==> src/rtl/redmule_x_buffer_pp.sv <==
// Ping-pong X-operand buffer: two tile banks, one loading while the other streams depth slices.
// Latency: first slice valid the cycle after the last row beat of a tile; one slice per out handshake.
// Backpressure: load_ready_o drops while the write bank is FULL; slices hold until out_ready_i.
//
// Ports:
//   clk_i, rst_ni              clock, asynchronous active-low reset
//   clear_i                    synchronous soft clear (banks emptied, pointers zeroed, data kept)
//   load_valid_i/load_ready_o  row beat handshake, x_buffer_i carries one tile row (DW bits)
//   cols_lftovr_i              valid elements per row (0 = TOT_DEPTH), sampled every beat
//   rows_lftovr_i, slots_i     rows per tile (0 = Width), slices to stream (0 = D), latched at first beat
//   out_valid_o/out_ready_i    slice handshake, x_buffer_o = [Width][Height][BITW] current slice
//   replay_i                   re-stream request on the final slice
//   empty_o, full_o            both banks EMPTY / both banks FULL
//
// Optional feature: define REDMULE_XBUF_REPLAY_EN to honour replay_i.
// FpFormat uses the fpnew_pkg::fp_format_e encoding (FP32=0, FP64=1, FP16=2, FP8=3, FP16ALT=4)
// so the block stays self-contained; Height/Width defaults match a 4x4 array.

module redmule_x_buffer_pp #(
   parameter int unsigned DW        = 256,
   parameter int unsigned FpFormat  = 2,
   parameter int unsigned Height    = 4,
   parameter int unsigned Width     = 4,
   localparam int unsigned BITW     = (FpFormat == 0) ? 32 :
                                      (FpFormat == 1) ? 64 :
                                      (FpFormat == 3) ? 8  : 16,
   localparam int unsigned D         = DW / (Height * BITW),
   localparam int unsigned TOT_DEPTH = Height * D,
   localparam int unsigned CW        = $clog2(TOT_DEPTH) + 1,
   localparam int unsigned RW        = $clog2(Width) + 1,
   localparam int unsigned SW        = $clog2(D) + 1
) (
   input  logic                                      clk_i,
   input  logic                                      rst_ni,
   input  logic                                      clear_i,
   input  logic                                      load_valid_i,
   output logic                                      load_ready_o,
   input  logic [DW-1:0]                             x_buffer_i,
   input  logic [CW-1:0]                             cols_lftovr_i,
   input  logic [RW-1:0]                             rows_lftovr_i,
   input  logic [SW-1:0]                             slots_i,
   output logic                                      out_valid_o,
   input  logic                                      out_ready_i,
   output logic [Width-1:0][Height-1:0][BITW-1:0]    x_buffer_o,
   input  logic                                      replay_i,
   output logic                                      empty_o,
   output logic                                      full_o
);

   localparam int unsigned WIW = (Width > 1) ? $clog2(Width) : 1;
   localparam int unsigned DIW = (D > 1) ? $clog2(D) : 1;

   typedef logic [Width-1:0][Height-1:0][BITW-1:0] slice_t;
   typedef slice_t [D-1:0] bank_t;
   typedef enum logic [1:0] {BANK_EMPTY, BANK_FILLING, BANK_FULL} bank_state_e;

   bank_t [1:0]    data_q, data_d;
   bank_state_e    state_q [2];
   bank_state_e    state_d [2];
   logic [RW-1:0]  rows_q [2];
   logic [RW-1:0]  rows_d [2];
   logic [SW-1:0]  slots_q [2];
   logic [SW-1:0]  slots_d [2];
   logic           wbank_q, wbank_d;
   logic           rbank_q, rbank_d;
   logic [WIW-1:0] w_idx_q, w_idx_d;
   logic [DIW-1:0] d_idx_q, d_idx_d;

   logic [RW-1:0]  rows_in, rows_eff;
   logic [SW-1:0]  slots_in;
   logic [CW-1:0]  depth;
   logic           load_fire, out_fire, last_row, last_slot;

   // Zero-encoded "full" counts decoded to their real values.
   assign rows_in  = (rows_lftovr_i == '0) ? RW'(Width) : rows_lftovr_i;
   assign slots_in = (slots_i == '0) ? SW'(D) : slots_i;
   assign depth    = (cols_lftovr_i == '0) ? CW'(TOT_DEPTH) : cols_lftovr_i;

   assign load_ready_o = (state_q[wbank_q] != BANK_FULL);
   assign out_valid_o  = (state_q[rbank_q] == BANK_FULL);
   assign load_fire    = load_valid_i & load_ready_o;
   assign out_fire     = out_valid_o & out_ready_i;

   // The first beat of a tile must use the incoming row count, it is not latched yet.
   assign rows_eff  = (state_q[wbank_q] == BANK_EMPTY) ? rows_in : rows_q[wbank_q];
   assign last_row  = ((RW'(w_idx_q) + RW'(1)) == rows_eff);
   assign last_slot = ((SW'(d_idx_q) + SW'(1)) == slots_q[rbank_q]);

   assign empty_o = (state_q[0] == BANK_EMPTY) & (state_q[1] == BANK_EMPTY);
   assign full_o  = (state_q[0] == BANK_FULL)  & (state_q[1] == BANK_FULL);

`ifndef REDMULE_XBUF_REPLAY_EN
   logic replay_unused;
   assign replay_unused = replay_i;
`endif

   always_comb begin
      data_d  = data_q;
      state_d = state_q;
      rows_d  = rows_q;
      slots_d = slots_q;
      wbank_d = wbank_q;
      rbank_d = rbank_q;
      w_idx_d = w_idx_q;
      d_idx_d = d_idx_q;
      if (clear_i) begin
         state_d[0] = BANK_EMPTY;
         state_d[1] = BANK_EMPTY;
         wbank_d    = 1'b0;
         rbank_d    = 1'b0;
         w_idx_d    = '0;
         d_idx_d    = '0;
      end else begin
         // A load and a release never target the same bank: the write bank
         // is not FULL while loading, the read bank is FULL while streaming.
         if (load_fire) begin
            for (int d = 0; d < int'(D); d++) begin
               for (int h = 0; h < int'(Height); h++) begin
                  if ((d * int'(Height) + h) < int'(depth)) begin
                     data_d[wbank_q][d][w_idx_q][h] =
                        x_buffer_i[(d * int'(Height) + h) * int'(BITW) +: BITW];
                  end else begin
                     data_d[wbank_q][d][w_idx_q][h] = '0;
                  end
               end
            end
            if (state_q[wbank_q] == BANK_EMPTY) begin
               rows_d[wbank_q]  = rows_in;
               slots_d[wbank_q] = slots_in;
               state_d[wbank_q] = BANK_FILLING;
            end
            if (last_row) begin
               state_d[wbank_q] = BANK_FULL;
               w_idx_d          = '0;
               wbank_d          = ~wbank_q;
            end else begin
               w_idx_d = w_idx_q + WIW'(1);
            end
         end
         if (out_fire) begin
            if (last_slot) begin
               d_idx_d = '0;
`ifdef REDMULE_XBUF_REPLAY_EN
               if (!replay_i) begin
                  state_d[rbank_q] = BANK_EMPTY;
                  rbank_d          = ~rbank_q;
               end
`else
               state_d[rbank_q] = BANK_EMPTY;
               rbank_d          = ~rbank_q;
`endif
            end else begin
               d_idx_d = d_idx_q + DIW'(1);
            end
         end
      end
   end

   always_ff @(posedge clk_i or negedge rst_ni) begin
      if (!rst_ni) begin
         data_q     <= '0;
         state_q[0] <= BANK_EMPTY;
         state_q[1] <= BANK_EMPTY;
         rows_q[0]  <= '0;
         rows_q[1]  <= '0;
         slots_q[0] <= '0;
         slots_q[1] <= '0;
         wbank_q    <= 1'b0;
         rbank_q    <= 1'b0;
         w_idx_q    <= '0;
         d_idx_q    <= '0;
      end else begin
         data_q  <= data_d;
         state_q <= state_d;
         rows_q  <= rows_d;
         slots_q <= slots_d;
         wbank_q <= wbank_d;
         rbank_q <= rbank_d;
         w_idx_q <= w_idx_d;
         d_idx_q <= d_idx_d;
      end
   end

   // Rows beyond the latched row count may hold a previous tile's data, so mask them.
   always_comb begin
      x_buffer_o = '0;
      if (out_valid_o) begin
         for (int w = 0; w < int'(Width); w++) begin
            if (w < int'(rows_q[rbank_q])) begin
               x_buffer_o[w] = data_q[rbank_q][d_idx_q][w];
            end
         end
      end
   end

endmodule

==> config.mk <==
export PLATFORM = sky130hd
export DESIGN_NAME = redmule_x_buffer_pp
export DESIGN_NICKNAME = d
export VERILOG_FILES = /design/src/rtl/redmule_x_buffer_pp.sv
export SDC_FILE = /design/constraint.sdc
export NUM_CORES = 2
export LEC_CHECK = 0
export BUFFER_PORTS_ARGS = -buffer_cell sky130_fd_sc_hd__buf_2
export CORE_ASPECT_RATIO = 0.9
export CORE_MARGIN = 8
export CORE_UTILIZATION = 45
export CTS_BUF_LIST = sky130_fd_sc_hd__clkbuf_16
export CTS_CLUSTER_DIAMETER = 200
export CTS_CLUSTER_SIZE = 8
export DETAILED_ROUTE_END_ITERATION = 10
export GPL_TIMING_DRIVEN = 0
export SLEW_MARGIN = 20
export SYNTH_ARGS = -nofsm -noshare
export SYNTH_HDL_FRONTEND = slang
export SYNTH_SLANG_ARGS = --single-unit
==> constraint.sdc <==
create_clock -name clk_i -period 3.1 [get_ports clk_i]
set_input_delay 0.155 -clock clk_i [delete_from_list [all_inputs] [get_ports clk_i]]
set_output_delay 0.155 -clock clk_i [all_outputs]
set_load 0.05 [all_outputs]
==> results.yml <==
cts:
  cts_tree: "yes"
  cts_root_buf: "clkbuf_16"
  clock_latency_ns: 0.98
  clockBufferDepth: 4
  cts_hold_buf: 278
  cts.sink_count: 2070
  cts_buffers: 308
  htreeDepth: 5
  clk_pin_slew_ns: 0.05
sta:
  maxSlewHeadroom_pct: 13.4
  finalHoldViolCount: 104
  setup_viol: 576
  rsz0062_at_grt: "true"
  drv_slew: 0
  finalCritPeriodShare_pct: 118
  setup-tns-final_ns: -93.11
  fin_crit_ns: 3.64
  fmax_mhz: 275
  tightest_slew_ns: 1.30
  layout_setup_ws_ns: -0.543
  fin_skew_ns: 0.0457
  hold_slack_ns: -0.323
pwr:
  combPwrFrac_pct: 30.1
  power_switching_mw: 35.3
  power.share.sequential_pct: 39.9
  vdd_drop_max_v: 0.000673
  swShare_pct: 35.5
  clkPwrFrac_pct: 30.0
  power.static_leakage_nw: 52.1
  power_density_nw_per_um2: 826
  power.total_mw: 99.3
  intPower_mw: 64.0
synthesis:
  yosysWarningCount: 0
  yosys_register_bits: 2070
  yosys.area.top_type_share_pct: 57.5
  synthesis.nets: 8358
  synth-edff-count: 0
  ys_async_sr_fraction_pct: 100
  ys_seq_area_share_pct: 57.5
  ys_types: 47
  yosys.area.top_type: "dfrtp_1"
  synth_ff_type: "dfrtp_1"
  synth.cell_area_um2: 90000
  syn_avg_cell_area_um2: 11.1
  yosys-top-cells-area: "dfrtp_1 (58%), mux4_2 (13%), o21ai_0 (11%)"
  syn_inst: 8080
worst_setup_path:
  end_kind: "output port"
  cp-start-kind: "register"
  slowest_delay_ns: 0.46
  cp.required_ns: 2.94
  crit_buf_inv: 6
  crit_fanout: 10
  cp.arrival_ns: 3.49
  rrSetupSlack_ns: -0.17
  cp_top_family: "buffers and inverters"
  worst_path_max_delay_cell: "nor2_4"
  worst-setup-path-type: "register to output port"
  crit_chain: "buf_12 -> buf_16 -> buf_16 -> buf_6 -> buf_12 -> mux4_2 -> mux2i_4 -> nor2_4 -> buf_8"
placed_design:
  io_buffers: 528
  place_inst: 11318
  place_hpwl_mm: 347
  place_ws_ns: -1.16
  routabilityCongestion: 1.03
  place_area_um2: 97200
routing:
  drt_iter0_drc: 12716
  first_pass_iters: 8
  post_drt_wl_per_cell_um: 41.2
  wl_mm: 506
  vias: 81844
  vias_per_cell: 6.66
  postRouteAntennaNets: 0
  drc_errors: 0
min_path:
  hp-class: "primary input to asynchronous set/reset pin"
floorplan:
  rows: 155
  start_util_pct: 45.3
  die_h_um: 440
  dieArea_um2: 215000
  io_pins: 533
  core_area_um2: 199000
  fp.dieW_um: 487
grt:
  grt_pass1_vias: 78472
  antenna_found_initial: 39
  grt_pass1_wl_mm: 664
  grt_max_degree: 137
  gr-usage-all-layers_pct: 45.5
  grt_overflow: 0
layout:
  utilization_pct: 60.5
  nets: 9846
  fin_cells: 12281
  stdcell_area_um2: 120000
  syn_to_final_growth_pct: 33.4
  drive_above_1_share_pct: 28.4
run_status:
  status: "finished, violations left"
  violations: "negative hold slack, negative setup slack"
job:
  cap_violations: 0
## sequential cells by signal, indices dropped and copies added, names as in the netlist
| register | flops |
|---|---|
| data_q | 2048 |
| rows_q | 6 |
| slots_q | 6 |
| state_q | 4 |
| d_idx_q | 2 |
| w_idx_q | 2 |
| rbank_q | 1 |
| wbank_q | 1 |
## worst min-delay path, delay by kind of cell
| kind | cells | cell delay [ns] |
|---|---|---|
| buffers and inverters | 6 | 0.85 |
## cells in the mapped netlist (2+ instances only)
cell         n
a21oi_1     11
buf_1       39
buf_2      290
buf_4       24
buf_6        9
clkbuf_1   265
dfrtp_1   2070
ha_1         5
inv_1        5
mux2_2     138
mux2i_1    266
mux4_2     512
nand2_1   2159
nand2_2     13
nand2_4     14
nand2b_1     2
nand3_1      2
nand3b_1     2
nor2_1     275
nor2_2       3
nor3_1       8
nor3b_1      4
nor4_1       4
o21a_1       2
o21ai_0   1914
o21ai_1     14
o21ai_2      3
o311ai_0     2
xnor2_1      4
xor2_1       4
## cells by family (layout without fill, tap and decap cells)
logic type | count (synthesis) | in the layout | synth area share (%)
adders and majority gates | 5 | 5 | 0.0695
buffers and inverters | 634 | 2132 | 3.24
and+or+nand+nor | 2495 | 2495 | 10.7
DFF | 2070 | 2070 | 57.5
xor gates and xnor gates | 8 | 8 | 0.0778
other | 0 | 34 | 0
muxes | 916 | 916 | 17.5
AOI/OAI and AO/OA | 1952 | 1952 | 10.9
## metal layers
| metal | global-route usage, % | wire length (um) | vias up |
|---|---|---|---|
| met5 | 1.11 | 733 | - |
| met1 | 54.2 | 166000 | 41516 |
| met4 | 42.9 | 61500 | 17 |
| met3 | 22.5 | 82700 | 1987 |
| li1 | - | - | 30968 |
| met2 | 58.8 | 195000 | 7356 |
## final cells by class
| type | instances | area, um^2 |
|---|---|---|
| repair buffers | 1193 | 13700 |
| inverters | 5 | 18.8 |
| clock buffers | 314 | 7860 |
| diodes | 34 | 85.1 |
| well taps | 2669 | 3340 |
| plain buffers | 614 | 5180 |
| flip-flops and latches | 2070 | 51800 |
| multi-input cells | 5376 | 38100 |
| fillers | 16020 | 78500 |
| clock inverters | 6 | 55.1 |
## what timing repair did
item	CTS	global route
hold endpoints to repair	2354	104
cloned	42	16
setup endpoints to repair	1059	900
resized for setup	1275	828
pin swaps	63	100
setup buffers	168	135
## layout by cell type, fill, tap and decap left out, drive strengths merged, types with 4 or more instances in the layout
| cell type | n |
|---|---|
| nand2 | 2186 |
| xnor2 | 4 |
| mux4 | 512 |
| nor2 | 278 |
| diode | 34 |
| buf | 1236 |
| o21ai | 1931 |
| inv | 9 |
| clkbuf | 612 |
| mux2i | 266 |
| xor2 | 4 |
| a21oi | 11 |
| nor3b | 4 |
| ha | 5 |
| nor4 | 5 |
| nor3 | 9 |
| mux2 | 138 |
| dlygate4sd3 | 271 |
| dfrtp | 2070 |
## path summary, 6_finish.rpt
path | startpoint | depth (start not counted) | to
max | d_idx_q[0] | 9 | x_buffer_o[212]
min in group clk_i | slots_i[0] | 3 | slots_q[3]
min reg2reg | data_q[995] | 2 | data_q[995]
max reg2reg | wbank_q | 7 | data_q[1483]
min | rst_ni | 6 | data_q[454]
max in group asynchronous | rst_ni | 11 | data_q[2017]
## power by group through the flow
| stage | logic (mW) | registers [mW] | clock network [mW] |
|---|---|---|---|
| 3_5_place_dp | 23.9 | 39.6 | 0 |
| 3_3_place_gp | 23.0 | 39.5 | 0 |
| 5_1_grt | 30.4 | 40.4 | 30.6 |
| 2_1_floorplan | 13.5 | 38.2 | 0 |
| 4_1_cts | 26.7 | 39.3 | 29.5 |
| 6_report | 29.9 | 39.6 | 29.8 |
(Power assumes the default switching activity.)
